## config.mk

```make
export PLATFORM = sky130hd
export DESIGN_NAME = gate_window_ctrl_flat
export DESIGN_NICKNAME = d
export VERILOG_FILES = /design/src/rtl/gate_window_if.sv /design/src/rtl/gate_window_ctrl.sv /design/src/flat_wrapper.sv
export SDC_FILE = /design/constraint.sdc
export NUM_CORES = 1
export LEC_CHECK = 0
export ABC_AREA = 1
export ABC_CLOCK_PERIOD_IN_PS = 1750
export BUFFER_PORTS_ARGS = -buffer_cell sky130_fd_sc_hd__buf_2
export CORE_AREA = 2 2 74 128
export DETAILED_ROUTE_END_ITERATION = 10
export DIE_AREA = 0 0 76 130
export PLACE_DENSITY = 0.66
export REMOVE_ABC_BUFFERS = 1
export SYNTH_ARGS = -nofsm -noshare
export SYNTH_HDL_FRONTEND = slang
export SYNTH_SLANG_ARGS = --single-unit
```

## constraint.sdc

```tcl
create_clock -name clk -period 1.75 [get_ports clk]
set_input_delay 0.35 -clock clk [delete_from_list [all_inputs] [get_ports clk]]
set_output_delay 0.35 -clock clk [all_outputs]
set_load 0.005 [all_outputs]
```

## src/rtl/gate_window_if.sv

```systemverilog
// Bundles the gate-window controller's control inputs and its published window results.
// Handshake: count_valid is a one-cycle strobe with no ready/backpressure; count_out and
// overflow are stable from that strobe until the next one, so a consumer may sample them at any time.
interface gate_window_if #(
  parameter int COUNT_W  = 12,
  parameter int PERIOD_W = 16
);
  logic                enable;
  logic                period_load;
  logic [PERIOD_W-1:0] period_in;
  logic                edge_in;
  logic                gate_active;
  logic [COUNT_W-1:0]  count_out;
  logic                count_valid;
  logic                overflow;
  logic                state_dbg;

  modport master (
    output enable, period_load, period_in, edge_in,
    input  gate_active, count_out, count_valid, overflow, state_dbg
  );

  modport slave (
    input  enable, period_load, period_in, edge_in,
    output gate_active, count_out, count_valid, overflow, state_dbg
  );
endinterface

```

## src/rtl/gate_window_ctrl.sv

```systemverilog
// Repeating gate window of programmable length; counts edge pulses per window and
// publishes each completed window's total with a one-cycle strobe.
module gate_window_ctrl #(
  parameter int COUNT_W        = 12,
  parameter int PERIOD_W       = 16,
  parameter int DEFAULT_PERIOD = 1000
) (
  input  logic           clk,
  input  logic           reset,
  gate_window_if.slave   bus
);
  typedef enum logic {IDLE = 1'b0, COUNT = 1'b1} state_t;

  localparam logic [COUNT_W-1:0] CNT_MAX = {COUNT_W{1'b1}};

  state_t              state;
  logic [PERIOD_W-1:0] period_reg;
  logic [PERIOD_W-1:0] timer;
  logic [COUNT_W-1:0]  edge_cnt;
  logic                ovf_flag;
  logic                gate_active;
  logic [COUNT_W-1:0]  count_out;
  logic                count_valid;
  logic                overflow;

  logic               at_sat;
  logic               inc_ovf;
  logic [COUNT_W-1:0] next_cnt;

  // Saturating accumulate of this cycle's edge; a lost increment marks the window overflowed.
  always_comb begin
    at_sat   = (edge_cnt == CNT_MAX);
    inc_ovf  = bus.edge_in & at_sat;
    next_cnt = edge_cnt;
    if (bus.edge_in && !at_sat) next_cnt = edge_cnt + COUNT_W'(1);
  end

  always_ff @(posedge clk) begin
    if (reset) begin
      state       <= IDLE;
      period_reg  <= PERIOD_W'(DEFAULT_PERIOD);
      timer       <= '0;
      edge_cnt    <= '0;
      ovf_flag    <= 1'b0;
      gate_active <= 1'b0;
      count_out   <= '0;
      count_valid <= 1'b0;
      overflow    <= 1'b0;
    end else begin
      count_valid <= 1'b0;
      if (bus.period_load)
        period_reg <= (bus.period_in == '0) ? PERIOD_W'(1) : bus.period_in;

      case (state)
        IDLE: begin
          edge_cnt <= '0;
          ovf_flag <= 1'b0;
          if (bus.enable) begin
            state       <= COUNT;
            gate_active <= 1'b1;
            timer       <= period_reg - PERIOD_W'(1);
          end
        end
        COUNT: begin
          if (!bus.enable) begin
            // Abort discards the partial window; published results stay as they were.
            state       <= IDLE;
            gate_active <= 1'b0;
            edge_cnt    <= '0;
            ovf_flag    <= 1'b0;
          end else if (timer == '0) begin
            // Reload reads period_reg before any same-cycle load lands.
            count_out   <= next_cnt;
            overflow    <= ovf_flag | inc_ovf;
            count_valid <= 1'b1;
            timer       <= period_reg - PERIOD_W'(1);
            edge_cnt    <= '0;
            ovf_flag    <= 1'b0;
          end else begin
            timer    <= timer - PERIOD_W'(1);
            edge_cnt <= next_cnt;
            ovf_flag <= ovf_flag | inc_ovf;
          end
        end
        default: state <= IDLE;
      endcase
    end
  end

  assign bus.gate_active = gate_active;
  assign bus.count_out   = count_out;
  assign bus.count_valid = count_valid;
  assign bus.overflow    = overflow;
  assign bus.state_dbg   = state;
endmodule

```

## src/flat_wrapper.sv

```systemverilog
// flat-port wrapper written by rule: the top's interface ports become plain ports
module gate_window_ctrl_flat 
#(
  parameter int COUNT_W        = 12,
  parameter int PERIOD_W       = 16,
  parameter int DEFAULT_PERIOD = 1000
)
  (clk, reset, bus_enable, bus_period_load, bus_period_in, bus_edge_in, bus_gate_active, bus_count_out, bus_count_valid, bus_overflow, bus_state_dbg);
  gate_window_if #(.COUNT_W(COUNT_W), .PERIOD_W(PERIOD_W)) bus_i ();
  input  logic clk;
  input  logic reset;
  input wire logic [$bits(bus_i.enable)-1:0] bus_enable;
  input wire logic [$bits(bus_i.period_load)-1:0] bus_period_load;
  input wire logic [$bits(bus_i.period_in)-1:0] bus_period_in;
  input wire logic [$bits(bus_i.edge_in)-1:0] bus_edge_in;
  output wire logic [$bits(bus_i.gate_active)-1:0] bus_gate_active;
  output wire logic [$bits(bus_i.count_out)-1:0] bus_count_out;
  output wire logic [$bits(bus_i.count_valid)-1:0] bus_count_valid;
  output wire logic [$bits(bus_i.overflow)-1:0] bus_overflow;
  output wire logic [$bits(bus_i.state_dbg)-1:0] bus_state_dbg;
  assign bus_i.enable = bus_enable;
  assign bus_i.period_load = bus_period_load;
  assign bus_i.period_in = bus_period_in;
  assign bus_i.edge_in = bus_edge_in;
  assign bus_gate_active = bus_i.gate_active;
  assign bus_count_out = bus_i.count_out;
  assign bus_count_valid = bus_i.count_valid;
  assign bus_overflow = bus_i.overflow;
  assign bus_state_dbg = bus_i.state_dbg;
  gate_window_ctrl #(.COUNT_W(COUNT_W), .PERIOD_W(PERIOD_W), .DEFAULT_PERIOD(DEFAULT_PERIOD)) u_core (.clk(clk), .reset(reset), .bus(bus_i));
endmodule
```

# [Word-level counts from Yosys, hierarchy flattened]
# Index checks and enable logic that the tools add are counted.
[classes] mux=17 reduce_logical=8 eq_ne=4 add_sub_neg=3 bitwise_logic=4
[ops] op="2-to-1 mux 16 bit" n=4
[ops] op="2-to-1 mux 12 bit" n=3
[ops] op="zero test 16 bit" n=2
[ops] op="case mux 16 bit (2 select lines)" n=1
[ops] op="subtractor 16 x 1 -> 16 bit, second input constant" n=2
[ops] op="case mux 12 bit (2 select lines)" n=1
[ops] op="adder 12 x 1 -> 12 bit, second input constant" n=1
[ops] op="equality test 12 bit, second input constant" n=1
[ops] op="2-to-1 mux 1 bit" n=6
[ops] op="!= test 2 bit, second input constant" n=3
[ops] op="case mux 1 bit (2 select lines)" n=2
[ops] op="AND reduction 2 bit" n=2
[ops] op="AND reduction 3 bit" n=1
[ops] op="OR reduction 3 bit" n=1
[ops] op="inverter 1 bit" n=2
[ops] op="AND 1 bit" n=1
[ops] op="logical AND 1 bit" n=1
[ops] op="zero test 1 bit" n=1
[ops] op="bitwise OR 1 bit" n=1
[word_totals] regBits=61 elab_cells=45 output_inout_bits=16

# [Logic depth before layout (Yosys ltp)]
# Gate-level depths: netlist of run 1.
[logic_depth] ltp_word=7 mapped_depth=13 mapped_depth_nobuf=12

# [Worst setup path before layout of run 1]
# OpenSTA, ideal clock, no wires.
[synth_timing] path_kind="reg2reg" start="register u_core.state, in the netlist u_core.bus.state_dbg" end="register u_core.timer[11]" synth_period_minus_slack_ns=1.666 slack_ns=0.084 n_path_buf=1 path_stages_with_launch=9 arrival_time_ns=1.610 setup_time_ns=0.056 cell_sequence="dfxtp_1 > inv_1 > ha_1 > nor2_1 > inv_1 > clkbuf_1 > a21oi_1 > nand2_1 > inv_1"
[synth_via] elab_chain_len=3
[synth_lines] item="from (decl)" line_no="gate_window_ctrl.sv:16" text="state_t state;"
[synth_lines] item="from (signal assigned)" line_no="gate_window_ctrl.sv:40" text="state <= IDLE;"
[synth_lines] item="from (signal assigned)" line_no="gate_window_ctrl.sv:59" text="state <= COUNT;"
[synth_lines] item="from (signal assigned)" line_no="gate_window_ctrl.sv:67" text="state <= IDLE;"
[synth_lines] item="inverter 1 bit" line_no="gate_window_ctrl.sv:54" text="case (state)"
[synth_lines] item="!= test 2 bit (no source line)"
[synth_lines] item="AND reduction 2 bit (no source line)"
[synth_lines] item="to (signal assigned)" line_no="gate_window_ctrl.sv:61" text="timer <= period_reg - PERIOD_W'(1);"
[synth_lines] item="to (signal assigned)" line_no="gate_window_ctrl.sv:76" text="timer <= period_reg - PERIOD_W'(1);"
[synth_lines] item="to (signal assigned)" line_no="gate_window_ctrl.sv:80" text="timer <= timer - PERIOD_W'(1);"
[synth_lines] item="to (decl)" line_no="gate_window_ctrl.sv:18" text="logic [PERIOD_W-1:0] timer;"
# Several ways; a longest one is shown, not always the timed one.
# A chain may end at the register's enable or synchronous reset.

# [Worst setup path in the final report of run 1]
[layout_timing] start="register u_core.edge_cnt[0]" end="register u_core.count_out[5], in the netlist u_core.bus.count_out[5]"
[layout_via] elab_chain_len=4
[layout_lines] item="from (decl)" line_no="gate_window_ctrl.sv:19" text="logic [COUNT_W-1:0] edge_cnt;"
[layout_lines] item="from (signal assigned)" line_no="gate_window_ctrl.sv:81" text="edge_cnt <= next_cnt;"
[layout_lines] item="parallel branches: the longest is 3 deep, another holds adder 12 x 1 -> 12 bit"
[layout_lines] item="2-to-1 mux 12 bit *" line_no="gate_window_ctrl.sv:35" text="if (bus.edge_in && !at_sat) next_cnt = edge_cnt + COUNT_W'(1);"
[layout_lines] item="to (signal assigned)" line_no="gate_window_ctrl.sv:73" text="count_out <= next_cnt;"
[layout_lines] item="to (decl)" line_no="gate_window_ctrl.sv:22" text="logic [COUNT_W-1:0] count_out;"
# Every way passes the cells marked *.

==> flow_summary.yaml, run 1 <==
grt:
  overflow: 0
  grtUsageTotal_pct: 18.9
  grt_pass1_wl_um: 14900
  grt_pass1_vias: 3370
  antenna_found_initial: 0
  grt_max_degree: 27
timing:
  finalHoldViolCount: 0
  post-route-period-util_pct: 101
  fmax_ghz: 0.568
  min_period_ps: 1760
  rsz0062_at_grt: "yes"
  slew_headroom_pct: 71.4
  maxSlewViolCount: 0
  postLayoutSetupSlackWorst_ps: -11.4
  finalClockSkew_ps: 7.94
  worst_pin_slew_ps: 424
  finalSetupViolCount: 1
cells_and_area:
  final_area_mm2: 0.00430
  layout-drive-gt1-share_pct: 18.8
  n_fill_cell: 896
  n_antenna_cell: 0
  regArea_mm2: 0.00123
  post-route-util_pct: 48.1
  multi_input_area_mm2: 0.00197
  area_growth_pct: 24.2
  fin_nets: 591
worst_setup_path:
  cp-end-kind: "flip-flop"
  startpoint_type: "flip-flop"
  crit_top_cell: "nand2_1"
  cp_cell_sequence: "ha_2 -> nand3_2 -> nor3_4 -> nand2_1 -> nand2_4 -> clkinvlp_4 -> nand2_1 -> nand3_2 -> nand2_1 -> inv_1"
  required_ps: 1980
  path_buf_inv: 2
  cp.depth: 10
  max_stage_delay_ps: 340
  crit_fanout: 8
  crit_type: "reg2reg"
  worst_path_max_delay_cell: "dfxtp_1"
  critPathArrivalTime_ps: 1990
  critPathTopFamily: "simple AND/OR/NAND/NOR gates"
  r2r_setup_slack_ps: -10
  ff2ff_path_depth: 10
worst_hold_path:
  whs_path_depth: 3
  hp-class: "in2reg"
clock_tree:
  cts_sinks: 61
  numCtsBuffers: 9
  cts_root_buf: "clkbuf_16"
  cts_tree: "built"
  hold_buffers: 0
  clk_pin_slew_ps: 50
  htreeDepth: 3
  clockBufferDepth: 2
  clock_latency_ps: 330
job:
  drv_cap: 0
floorplan:
  die_w_um: 76
  start_util_pct: 38.8
  die_h_um: 130
  die_area_mm2: 0.00988
  rows: 46
  coreArea_mm2: 0.00892
  num_io_pins: 37
synthesis:
  synth_seq_cells: 61
  ys_warn_count: 0
  seq_area_frac_synth_pct: 35.3
  synth_enable_flop_cells: 0
  synth_top_cell_by_area: "dfxtp_1"
  synth_cells: 512
  synth.distinct_cells: 33
  syn_area_mm2: 0.00346
  yosys-top-cells-area: "dfxtp_1 35%, nand2_1 14%, nor2_1 7.6%"
  yosysTopAreaCellShare_pct: 35.3
  synthFlopType: "dfxtp_1"
  ys_async_sr_fraction_pct: 0
  synth.avg_cell_area_um2: 6.75
route:
  viasPerCell: 5.00
  firstDrtPassIters: 4
  drc_errors: 0
  vias: 3438
  routed_wl_um: 9180
  drt_iter0_markers: 189
  wire_per_inst_um: 13.3
  ant_nets: 0
power_and_ir_drop:
  total_power_mw: 4.22
  powerDensity_mw_per_mm2: 982
  peakVddDrop_mv: 0.778
  leakage_nw: 1.91
placed_design:
  place_congestion: 0.924
  hpwl_um: 6920
  dpl_cell_area_mm2: 0.00385
  port_buffers: 36
run_status:
  violations: "setup timing"
  status: "finished, violations left"
[synthesized netlist by cell type, drive strengths merged (9+ instances only)]
| library cell | count |
|---|---|
| nand3 | 46 |
| inv | 55 |
| a21oi | 35 |
| o21ai | 26 |
| xor2 | 13 |
| clkbuf | 10 |
| dfxtp | 61 |
| nor2 | 76 |
| xnor2 | 9 |
| nand2 | 131 |
[tightest hold or removal path, stage by stage]
cell and delay (ps):
buf_2 90, nand2_1 50, nand3_1 60
[metal layers]
metal	share of wire, %	GRT usage (%)	wire, µm	vias up
met3	3.6	3.87	328	24
met1	37	18.4	3400	1581
met5	0	0	0	-
met4	4.2	11.2	385	0
li1	-	-	-	1751
met2	55	36.8	5070	82
[cell families (layout without fill, tap and decap cells)]
group / Yosys count / count (layout) / synth area share, %
AO/OA/AOI/OAI: 77 / 77 / 12.8
XOR/XNOR: 22 / 22 / 5.79
adder cells (fa/ha/maj): 7 / 7 / 2.53
buffers and inverters: 72 / 128 / 8.61
flip-flops: 61 / 61 / 35.3
AND/OR/NAND/NOR: 273 / 273 / 35.0
[where the power goes]
group | total [mW] | internal, mW | switching [mW]
registers | 1.54 | 1.46 | 0.0771
clock network | 2.03 | 1.43 | 0.608
logic | 0.643 | 0.245 | 0.398
total | 4.22 | 3.14 | 1.08
[layout by cell type (no fill, tap or decap), types with 5 or more instances in the layout]
cell,Yosys,final
nand2_1,126,123
nor2_1,70,69
dfxtp_1,61,57
inv_1,55,52
nand3_1,42,40
buf_2,4,36
a21oi_1,31,31
o21ai_0,20,20
buf_4,0,16
xor2_1,12,12
clkbuf_16,0,10
xnor2_1,9,9
o21a_1,7,7
nand2_2,5,6
nand3_2,4,6
o21ai_1,6,6
ha_1,7,6
nor2_2,4,5
nand4_1,5,5
nor4_1,5,5
[area by class of cell]
| class | instances | area share [%] |
|---|---|---|
| clock inverter | 4 | 2.21 |
| timing repair buffer | 57 | 9.23 |
| multi-input combinational | 379 | 45.9 |
| tap | 120 | 3.50 |
| clock buffer | 12 | 5.74 |
| inverter | 55 | 4.89 |
| sequential | 61 | 28.5 |
[timing repair]
item / CTS / global route
setup endpoints to repair: 0 / 34
gates resized for setup: 0 / 17
setup buffers: 0 / 5
[final timing paths]
| kind | endpoint | from |
|---|---|---|
| min reg2reg | u_core.timer[6]$_SDFFE_PP0P_ | u_core.timer[6]$_SDFFE_PP0P_ |
| max | u_core.bus.count_out[5]$_SDFFE_PP0P_ | u_core.edge_cnt[0]$_SDFF_PP0_ |
| min | u_core.period_reg[7]$_SDFFE_PP1P_ | bus_period_in[7] |
| max reg2reg | u_core.bus.count_out[5]$_SDFFE_PP0P_ | u_core.edge_cnt[0]$_SDFF_PP0_ |
[stage by stage]
step	hold slack, ps	cells	setup WS (ps)	setup TNS, ps
floorplan	419	495	-352	-4200
global placement	479	666	32.4	0
detailed placement	487	666	20.9	0
CTS	243	682	13.5	0
global route	258	688	-126	-1160
finish	249	688	-11.4	-11.4
(Power assumes the default switching activity.)
==> run 2, diff against run 1 <==
--- a/config.mk
+++ b/config.mk
@@ -6,12 +6,12 @@
 export NUM_CORES = 1
 export LEC_CHECK = 0
 export ABC_AREA = 1
-export ABC_CLOCK_PERIOD_IN_PS = 1750
+export ABC_CLOCK_PERIOD_IN_PS = 1720
 export BUFFER_PORTS_ARGS = -buffer_cell sky130_fd_sc_hd__buf_2
 export CORE_AREA = 2 2 74 128
 export DETAILED_ROUTE_END_ITERATION = 10
 export DIE_AREA = 0 0 76 130
-export PLACE_DENSITY = 0.66
+export PLACE_DENSITY = 0.64
 export REMOVE_ABC_BUFFERS = 1
 export SYNTH_ARGS = -nofsm -noshare
 export SYNTH_HDL_FRONTEND = slang
==> constraint.sdc (replaced) <==
create_clock -name clk -period 1.72 [get_ports clk]
set_input_delay 0.344 -clock clk [delete_from_list [all_inputs] [get_ports clk]]
set_output_delay 0.344 -clock clk [all_outputs]
set_load 0.005 [all_outputs]
==> flow_summary.yaml, run 2 (synthesis results as in run 1) <==
timing:
  fmax_ghz: 0.573
  rsz0062_at_grt: "yes"
  finalHoldViolCount: 0
  slew_headroom_pct: 68.9
  finalClockSkew_ps: 7.06
  finalSetupViolCount: 8
  maxSlewViolCount: 0
  postLayoutSetupSlackWorst_ps: -24.7
  hold-worst-slack_ps: 253
  worst_pin_slew_ps: 463
  post-route-period-util_pct: 101
  min_period_ps: 1740
cells_and_area:
  final_cells: 695
  n_fill_cell: 895
  n_antenna_cell: 0
  final_cell_mix: "125 x nand2_1, 68 x nor2_1, 59 x dfxtp_1, 50 x inv_1, 40 x nand3_1"
  regArea_mm2: 0.00122
  layout-drive-gt1-share_pct: 20.3
  fin_nets: 601
  post-route-util_pct: 48.5
  final_common_cell: "nand2_1"
  area_growth_pct: 25.0
  multi_input_area_mm2: 0.00200
clock_tree:
  htreeDepth: 3
  clockBufferDepth: 2
  cts_sinks: 61
  hold_buffers: 0
  clock_latency_ps: 330
  numCtsBuffers: 9
  cts_tree: "built"
  cts_root_buf: "clkbuf_16"
  clk_pin_slew_ps: 50
floorplan:
  num_io_pins: 37
  die_area_mm2: 0.00988
  die_h_um: 130
  coreArea_mm2: 0.00892
  die_w_um: 76
  rows: 46
  start_util_pct: 38.8
route:
  ant_nets: 0
  drt_iter0_markers: 113
  routed_wl_um: 9610
  wire_per_inst_um: 13.8
  viasPerCell: 4.88
  firstDrtPassIters: 4
  drc_errors: 0
  vias: 3395
worst_setup_path:
  crit_end: "u_core.bus.count_out[7]$_SDFFE_PP0P_"
  crit_fanout: 7
  required_ps: 1990
  critPathArrivalTime_ps: 2020
  startpoint_type: "flip-flop"
  r2r-start: "u_core.timer[0]$_SDFFE_PP0P_"
  cp-end-kind: "flip-flop"
  r2r_setup_slack_ps: -20
  crit_start: "u_core.timer[0]$_SDFFE_PP0P_"
  ff2ff_path_depth: 13
  crit_type: "reg2reg"
  r2r_end: "u_core.bus.count_out[7]$_SDFFE_PP0P_"
placed_design:
  placed_cells: 674
  hpwl_um: 7040
  place_congestion: 0.885
  dp_slack_ps: 18.7
  port_buffers: 36
grt:
  grt_pass1_vias: 3357
  grtUsageTotal_pct: 19.3
  grt_pass1_wl_um: 15200
  antenna_found_initial: 0
  overflow: 0
  grt_max_degree: 27
power_and_ir_drop:
  total_power_mw: 3.82
  peakVddDrop_mv: 0.547
  leakage_nw: 1.93
  powerDensity_mw_per_mm2: 884
run_status:
  status: "finished, violations left"
  violations: "setup timing"
job:
  drv_cap: 0
worst_hold_path:
  hp-class: "in2reg"
[run 2: cell count changes in the layout (fill, tap and decap cells not counted), sizes merged]
cell | before | now
clkbuf | 13 | 12
clkinv | 1 | 3
buf | 56 | 65
bufinv | 3 | 0
[run 2: layout make-up]
type,instances,area share [%]
timing repair buffer,67,11.3
clock inverter,3,0.347
tap,120,3.47
clock buffer,10,5.53
sequential,61,28.3
multi-input combinational,379,46.2
inverter,55,4.86
[run 2: worst max-delay path, stage by stage (launching register included)]
cell and delay (ps):
dfxtp_2 330, inv_2 90, ha_4 140, inv_2 20, nor2_1 70, nand2_1 70, nor2_2 150, nand2_2 110
nor3_4 200, buf_4 170, clkbuf_16 150, o21a_1 100, nand2_1 40, inv_1 40
[run 2: power breakdown]
group	switching, mW	internal [mW]	total (mW)
clock network	0.606	0.978	1.58
registers	0.0749	1.49	1.56
logic	0.408	0.265	0.672
[run 2: how the worst min path moves through the flow]
| stage | from | endpoint | slack [ps] | depth (start not counted) |
|---|---|---|---|---|
| after floorplan | reset | u_core.timer[10]$_SDFFE_PP0P_ | 410 | 1 |
| after global placement | u_core.timer[6]$_SDFFE_PP0P_ | u_core.timer[6]$_SDFFE_PP0P_ | 480 | 2 |
| after detailed placement | u_core.timer[6]$_SDFFE_PP0P_ | u_core.timer[6]$_SDFFE_PP0P_ | 490 | 2 |
| after CTS | bus_period_in[14] | u_core.period_reg[14]$_SDFFE_PP0P_ | 250 | 3 |
| after global routing | bus_period_in[6] | u_core.period_reg[6]$_SDFFE_PP1P_ | 270 | 3 |
| final | bus_period_in[14] | u_core.period_reg[14]$_SDFFE_PP0P_ | 250 | 3 |
[run 2: what timing repair did]
item                                    in CTS  in global routing
resized for setup                            0                 22
setup buffers                                0                  5
endpoints found under the setup margin       0                 40
[run 2: metrics by stage]
stage               instance area, µm²  TNS [ps]
CTS                               4150         0
finish                            4320      -129
detailed placement                3890         0
floorplan                         3370     -5040
global placement                  3890     -4.07
global route                      4320     -1340
[run 2: metal layers]
layer | part of all wire [%] | up-vias | track usage, % | routed length, µm
met5 | 0 | - | 0 | 0
met4 | 2.5 | 0 | 10.1 | 237
met3 | 2.6 | 17 | 2.63 | 246
met2 | 58 | 60 | 39.5 | 5530
met1 | 37 | 1556 | 18.4 | 3590
li1 | - | 1762 | - | -
==> run 3, diff against run 2 <==
--- a/config.mk
+++ b/config.mk
@@ -12,7 +12,6 @@
 export DETAILED_ROUTE_END_ITERATION = 10
 export DIE_AREA = 0 0 76 130
 export PLACE_DENSITY = 0.64
-export REMOVE_ABC_BUFFERS = 1
 export SYNTH_ARGS = -nofsm -noshare
 export SYNTH_HDL_FRONTEND = slang
 export SYNTH_SLANG_ARGS = --single-unit
==> flow_summary.yaml, run 3 (synthesis results as in run 1) <==
route:
  drc_errors: 0
  routed_wl_um: 9480
  wire_per_inst_um: 13.6
  drt_iter0_markers: 159
  viasPerCell: 4.92
  firstDrtPassIters: 4
  vias: 3417
  ant_nets: 0
power_and_ir_drop:
  power.share.sequential_pct: 35.9
  pwr-share-clk_pct: 48.2
  powerDensity_mw_per_mm2: 986
  switching_share_pct: 25.5
  p_int_mw: 3.25
  combPwrFrac_pct: 15.9
  leakage_nw: 1.97
  peakVddDrop_mv: 0.634
  power_switching_mw: 1.11
grt:
  grtUsageTotal_pct: 18.9
  grt_pass1_wl_um: 14800
  overflow: 0
  antenna_found_initial: 0
  grt_pass1_vias: 3313
  grt_max_degree: 27
clock_tree:
  cts_sinks: 61
  clockBufferDepth: 2
  cts_tree: "built"
  htreeDepth: 3
  numCtsBuffers: 9
  cts_root_buf: "clkbuf_16"
  clock_latency_ps: 330
  clk_pin_slew_ps: 50
cells_and_area:
  fin_nets: 599
  layout-drive-gt1-share_pct: 20.5
  final_cell_mix: "123 x nand2_1, 67 x nor2_1, 59 x dfxtp_1, 51 x inv_1, 40 x nand3_1"
  area_growth_pct: 27.7
  n_antenna_cell: 0
  final_common_cell: "nand2_1"
  n_fill_cell: 886
run_status:
  status: "finished, violations left"
  violations: "setup timing"
floorplan:
  rows: 46
  die_h_um: 130
  die_area_mm2: 0.00988
  die_w_um: 76
  num_io_pins: 37
  coreArea_mm2: 0.00892
  start_util_pct: 38.8
placed_design:
  place_congestion: 0.924
  port_buffers: 36
  hpwl_um: 6840
timing:
  slew_headroom_pct: 62.9
  finalHoldViolCount: 0
  hold-worst-slack_ps: 251
  worst_pin_slew_ps: 552
  tns_ps: -168
  post-route-period-util_pct: 102
  finalSetupViolCount: 11
  postLayoutSetupSlackWorst_ps: -27.9
  fmax_ghz: 0.572
  min_period_ps: 1750
  maxSlewViolCount: 0
  finalClockSkew_ps: 4.71
  rsz0062_at_grt: "yes"
worst_hold_path:
  hp-class: "in2reg"
worst_setup_path:
  critPathArrivalTime_ps: 1970
  required_ps: 1940
  cp-end-kind: "flip-flop"
  crit_type: "reg2reg"
  startpoint_type: "flip-flop"
  crit_fanout: 7
synthesis:
  synth_fp_nets: 540
job:
  drv_cap: 0
run 3: area by class of cell:
| class | instances | area (µm²) | area share (%) |
|---|---|---|---|
| tap | 120 | 150 | 3.40 |
| multi-input combinational | 379 | 1990 | 45.0 |
| inverter | 55 | 209 | 4.73 |
| clock buffer | 11 | 253 | 5.72 |
| sequential | 61 | 1230 | 27.8 |
| timing repair buffer | 65 | 494 | 11.2 |
| clock inverter | 4 | 95.1 | 2.15 |
run 3: worst paths after layout:
| path | start | endpoint | slack, ps | cells past startpoint |
|---|---|---|---|---|
| max | u_core.timer[0]$_SDFFE_PP0P_ | u_core.bus.count_out[4]$_SDFFE_PP0P_ | -30 | 12 |
| min | bus_period_in[3] | u_core.period_reg[3]$_SDFFE_PP1P_ | 250 | 3 |
| max reg2reg | u_core.timer[0]$_SDFFE_PP0P_ | u_core.bus.count_out[4]$_SDFFE_PP0P_ | -30 | 12 |
| min reg2reg | u_core.period_reg[1]$_SDFFE_PP0P_ | u_core.period_reg[1]$_SDFFE_PP0P_ | 500 | 2 |
run 3: power by group through the flow:
| stage | clock [mW] | sequential (mW) | combinational, mW |
|---|---|---|---|
| 2_1_floorplan | 0 | 1.57 | 0.444 |
| 3_3_place_gp | 0 | 1.59 | 0.643 |
| 3_5_place_dp | 0 | 1.59 | 0.650 |
| 4_1_cts | 2.13 | 1.56 | 0.658 |
| 5_1_grt | 2.19 | 1.57 | 0.780 |
| 6_report | 2.10 | 1.56 | 0.693 |
run 3: what timing repair did:
action / CTS / global route
pin swaps: 0 / 12
hold buffers: 0 / 0
resized for setup: 1 / 22
setup buffers: 0 / 5
gates cloned: 0 / 3
endpoints found under the setup margin: 3 / 32
run 3: per-layer routing:
layer	up-vias	global-route usage [%]	routed length [µm]
li1	1764	-	-
met1	1571	17.4	3520
met2	55	38.3	5270
met3	27	2.56	219
met4	0	12.2	461
met5	-	0	0
run 3: stage by stage:
stage                     power [mW]  util, %  worst slack (ps)  instances  area, µm²
after global placement          2.23     43.8              29.7        672       3900
after floorplan                 2.02        -              54.4        512       3460
after global routing            4.54     49.5              -150        695       4420
after detailed placement        2.24     43.8             -5.55        672       3900
after CTS                       4.35     47.7              25.1        687       4250
final                           4.36     49.5             -27.9        695       4420
run 3: critical path, cell delays in order (launching register included):
cell	delay, ps
dfxtp_2	320
inv_2	90
ha_4	130
inv_2	30
nor2_2	80
nand2_1	60
nor2_2	140
nand2_2	110
nor3_4	220
buf_6	150
buf_12	120
and3_1	150
nor2_1	40
